<file path="src/rtl/onehot_decoder_seq.sv">
// Registered binary-to-one-hot decoder with a valid/ready DECODE mode and a
// free-running SCAN mode that walks the active output at a programmable rate.
module onehot_decoder_seq #(
  parameter int SEL_W      = 3,
  parameter int SCAN_DIV   = 4,
  parameter bit ACTIVE_LOW = 0,
  localparam int OUT_W     = 2**SEL_W
) (
  input  logic             clk,
  input  logic             rst,
  input  logic             en,
  input  logic             mode,
  input  logic             in_valid,
  output logic             in_ready,
  input  logic [SEL_W-1:0] sel,
  output logic [OUT_W-1:0] out,
  output logic [SEL_W-1:0] idx,
  output logic             out_valid,
  output logic             wrap,
  output logic [1:0]       dbg_state
);

  localparam int DIV_W = (SCAN_DIV > 1) ? $clog2(SCAN_DIV) : 1;
  localparam logic [DIV_W-1:0] DIV_LAST = DIV_W'(SCAN_DIV - 1);
  localparam logic [OUT_W-1:0] INACTIVE = ACTIVE_LOW ? {OUT_W{1'b1}} : {OUT_W{1'b0}};
  localparam logic [SEL_W-1:0] IDX_LAST = {SEL_W{1'b1}};

  typedef enum logic [1:0] {
    IDLE = 2'd0,
    HOLD = 2'd1,
    SCAN = 2'd2
  } state_t;

  state_t           state_q, state_d;
  logic [OUT_W-1:0] out_q, out_d;
  logic [SEL_W-1:0] idx_q, idx_d;
  logic             out_valid_q, out_valid_d;
  logic             wrap_q, wrap_d;
  logic [DIV_W-1:0] div_q, div_d;
  logic [OUT_W-1:0] oh_sel, oh_next;
  logic             accept;
  logic [SEL_W-1:0] idx_inc;

  // Handshake: a sel transfer happens on a rising edge where in_valid and
  // in_ready are both high; in_ready depends only on current en/mode/rst.
  assign in_ready = en & ~mode & ~rst;
  assign accept   = in_valid & in_ready;
  assign idx_inc  = idx_q + SEL_W'(1);

  always_comb begin
    oh_sel          = '0;
    oh_sel[sel]     = 1'b1;
    oh_next         = '0;
    oh_next[idx_inc] = 1'b1;
  end

  always_comb begin
    state_d     = state_q;
    out_d       = out_q;
    idx_d       = idx_q;
    out_valid_d = out_valid_q;
    wrap_d      = 1'b0;
    div_d       = div_q;

    if (!en) begin
      state_d     = IDLE;
      out_d       = INACTIVE;
      out_valid_d = 1'b0;
      div_d       = '0;
    end else if (accept) begin
      // Covers the SCAN-to-DECODE cycle too: the decode result wins.
      state_d     = HOLD;
      out_d       = oh_sel ^ INACTIVE;
      idx_d       = sel;
      out_valid_d = 1'b1;
      div_d       = '0;
    end else if (mode) begin
      if (state_q != SCAN) begin
        state_d     = SCAN;
        idx_d       = '0;
        out_d       = {{(OUT_W-1){1'b0}}, 1'b1} ^ INACTIVE;
        out_valid_d = 1'b1;
        div_d       = '0;
      end else if (div_q == DIV_LAST) begin
        div_d  = '0;
        idx_d  = idx_inc;
        out_d  = oh_next ^ INACTIVE;
        wrap_d = (idx_q == IDX_LAST);
      end else begin
        div_d = div_q + DIV_W'(1);
      end
    end else if (state_q == SCAN) begin
      state_d     = IDLE;
      out_d       = INACTIVE;
      out_valid_d = 1'b0;
      div_d       = '0;
    end
  end

  always_ff @(posedge clk or posedge rst) begin
    if (rst) begin
      state_q     <= IDLE;
      out_q       <= INACTIVE;
      idx_q       <= '0;
      out_valid_q <= 1'b0;
      wrap_q      <= 1'b0;
      div_q       <= '0;
    end else begin
      state_q     <= state_d;
      out_q       <= out_d;
      idx_q       <= idx_d;
      out_valid_q <= out_valid_d;
      wrap_q      <= wrap_d;
      div_q       <= div_d;
    end
  end

  assign out       = out_q;
  assign idx       = idx_q;
  assign out_valid = out_valid_q;
  assign wrap      = wrap_q;
  assign dbg_state = state_q;

endmodule

</file>
<file path="config.mk">
export PLATFORM = sky130hd
export DESIGN_NAME = onehot_decoder_seq
export DESIGN_NICKNAME = d
export VERILOG_FILES = /design/src/rtl/onehot_decoder_seq.sv
export SDC_FILE = /design/constraint.sdc
export NUM_CORES = 1
export LEC_CHECK = 0
export ABC_AREA = 1
export CORE_ASPECT_RATIO = 0.75
export CORE_UTILIZATION = 54
export DETAILED_ROUTE_END_ITERATION = 6
export GPL_TIMING_DRIVEN = 0
export PLACE_DENSITY = 0.84
export SLEW_MARGIN = 20
export SYNTH_ARGS = -nofsm -noshare
export SYNTH_HDL_FRONTEND = slang
export SYNTH_SLANG_ARGS = --single-unit
</file>
<file path="constraint.sdc">
create_clock -name clk -period 4.22 [get_ports clk]
set_clock_uncertainty 0.1 [all_clocks]
set_input_delay 0.633 -clock clk [delete_from_list [all_inputs] [get_ports clk]]
set_output_delay 0.633 -clock clk [all_outputs]
set_load 0.01 [all_outputs]
</file>
==> impl_metrics.yaml <==
timing:
  fin_ws_ns: 1.23
  max_slew_margin: 0.499
  finalSetupTns_ns: 0
  clock.fmax_mhz: 335
  fin_crit_ns: 2.99
  setup_violations: 0
  worstMarginPinSlew_ns: 0.750
  drv_slew: 0
  final_hold_viol_count: 0
  rsz0062_at_grt: "no"
  period_share: 0.708
cts:
  root_buffer: "clkbuf_4"
  cts_setup_buffers: 0
  cts_max_path_buffers: 2
  cts_max_level: 1
  cts_tree: "yes"
  post_cts_resized: 0
  clock_sinks: 17
  cts_made_buffers: 3
  postCtsHoldBufs: 0
  clock_latency_ns: 0.30
  clk_pin_slew_ns: 0.11
global_routing:
  use_met1: 0.333
  grt_start_max_net_pins: 19
  grt_pass1_vias: 921
  gr-usage-met3: 0.0769
  grt_use_total: 0.241
  antenna_found_initial: 0
  grt-ovfl-total: 0
  grt_most_used_layer: "met2"
  grt_pass1_wl_mm: 4.00
  met2_usage: 0.369
routing:
  first_iter_violations: 59
  drc: 0
  vias: 1082
  final_antenna_net_count: 0
  avgViaCountPerCell: 5.49
  wirelength_mm: 2.48
  wl_per_cell_um: 12.6
  drt_pass1_iterations: 4
die:
  ios: 24
  start_util: 0.572
  rows: 14
  die-area_um2: 2310
  die_width_um: 55.1
  die_h_um: 41.8
  core_um2: 2000
yosys:
  yosysWarnings: 0
  yosysSeqAreaShare: 0.372
  synth_seq_cells: 17
  syn_inst: 148
  syn_area_per_cell_um2: 7.72
  yosys.cell_types.count: 21
  syn_nets: 159
  syn-cell-area_um2: 1140
cells_and_area:
  drive_gt1_frac: 0.173
  final_area_um2: 1410
  final_cell_mix: "nand2_1, nand3_1, clkdlybuf4s50_1"
  nets: 185
  final_core_util: 0.706
  antenna_cells: 0
  syn_to_final_growth_pct: 23.4
  final_common_cell: "nand2_1"
worst_setup_path:
  slowest_delay_ns: 0.63
  crit_start: "en"
  cp_data_required_time_ns: 3.49
  endpoint: "in_ready"
  crit_type: "input port to primary output"
  crit_fanout: 7
  slowest_stage: "clkdlybuf4s50_1"
  reg2reg_depth: 7
  start_kind: "input port"
  rrSetupSlack_ns: 2.35
  rr_endpoint: "out[3]$_DFFE_PP0P_"
  cp.arrival_ns: 2.25
  end_kind: "primary output"
  cpMostUsedCell: "clkdlybuf4s50_1"
  cp_cell_sequence: "clkdlybuf4s50_1, nand2_1, nor2_1, clkdlybuf4s50_1"
  reg2reg_from: "idx[0]$_DFFE_PP0P_"
placement:
  io_buffers: 21
  place_hpwl_mm: 1.86
  placed_cell_area_um2: 1380
  detailedPlace.worstSlack_ns: 1.28
  place.gp.congestion: 0.870
min_path:
  hold_class: "flip-flop to flip-flop"
  holdPathStages: 2
run:
  maxCapViolCount: 0
power:
  power.density_nw_per_um2: 275
  power_leakage_uw: 0.000671
  vdd_drop_max_uv: 208
  total_power_uw: 388
status:
  status: "finished, final reports clean"
==> synthesized netlist by cell type <==
master / count / area [µm²]
ha_1: 3 / 37.5
nand2_2: 6 / 37.5
inv_1: 13 / 48.8
dfrtp_1: 17 / 425
nor2_4: 1 / 11.3
buf_2: 1 / 5.00
buf_6: 3 / 33.8
inv_2: 1 / 3.75
nor2_1: 5 / 18.8
nand3_1: 32 / 160
o21ai_2: 7 / 61.3
clkinv_4: 1 / 8.76
buf_12: 1 / 20.0
a21oi_1: 1 / 5.00
nand2_4: 1 / 11.3
nand4_4: 1 / 21.3
nand2_1: 38 / 143
nor2_2: 2 / 12.5
o21ai_0: 12 / 60.1
nor3_1: 1 / 5.00
nand4_2: 1 / 12.5
==> stage by stage <==
step	cells	hold slack [ns]
floorplan	148	0.379
global placement	193	0.356
detailed placement	193	0.361
CTS	197	0.387
global route	197	0.409
finish	197	0.381
==> critical path, delay by kind of cell <==
family / cells / cell delay, ns
simple gates: 2 / 0.48
buf+inv: 2 / 1.14
==> worst min-delay path by stage <==
stage / start / end
after global placement: out_valid$_DFFE_PP0P_ / out_valid$_DFFE_PP0P_
final: out_valid$_DFFE_PP0P_ / out_valid$_DFFE_PP0P_
after floorplan: div_q[1]$_DFFE_PP0P_ / div_q[1]$_DFFE_PP0P_
after global routing: out_valid$_DFFE_PP0P_ / out_valid$_DFFE_PP0P_
after detailed placement: out_valid$_DFFE_PP0P_ / out_valid$_DFFE_PP0P_
after CTS: out_valid$_DFFE_PP0P_ / out_valid$_DFFE_PP0P_
==> report_power, final <==
part	switching [µW]	internal (µW)
Combinational	65.9	47.1
Clock	58.5	35.4
Sequential	8.52	172
==> routing by layer <==
metal	part of all wire	wire [µm]
met2	0.45	1130
met5	0	0
met4	0.0077	19
met3	0.059	146
met1	0.48	1190
==> registers in the layout (all words and copies together), names as in the netlist <==
name	flops
out_valid	1
div_q	2
out	8
idx	3
wrap	1
dbg_state	2
==> cells by family (layout without fill, tap and decap cells) <==
family                     count (synthesis)  in the layout  share of synthesized area
AOI/OAI and AO/OA                         20             20                      0.111
adders and majority gates                  3              3                     0.0329
buffers and inverters                     20             45                      0.105
DFF                                       17             17                      0.372
and+or+nand+nor                           88             88                      0.379
==> final cells by class <==
class	count	area (µm²)
fill	172	587
timing repair buffer	21	210
buffer	5	58.8
clock buffer	3	22.5
multi-input combinational	111	597
inverter	15	61.3
clock inverter	1	5.00
tap	24	30.0
sequential	17	425
(Power assumes the default switching activity.)
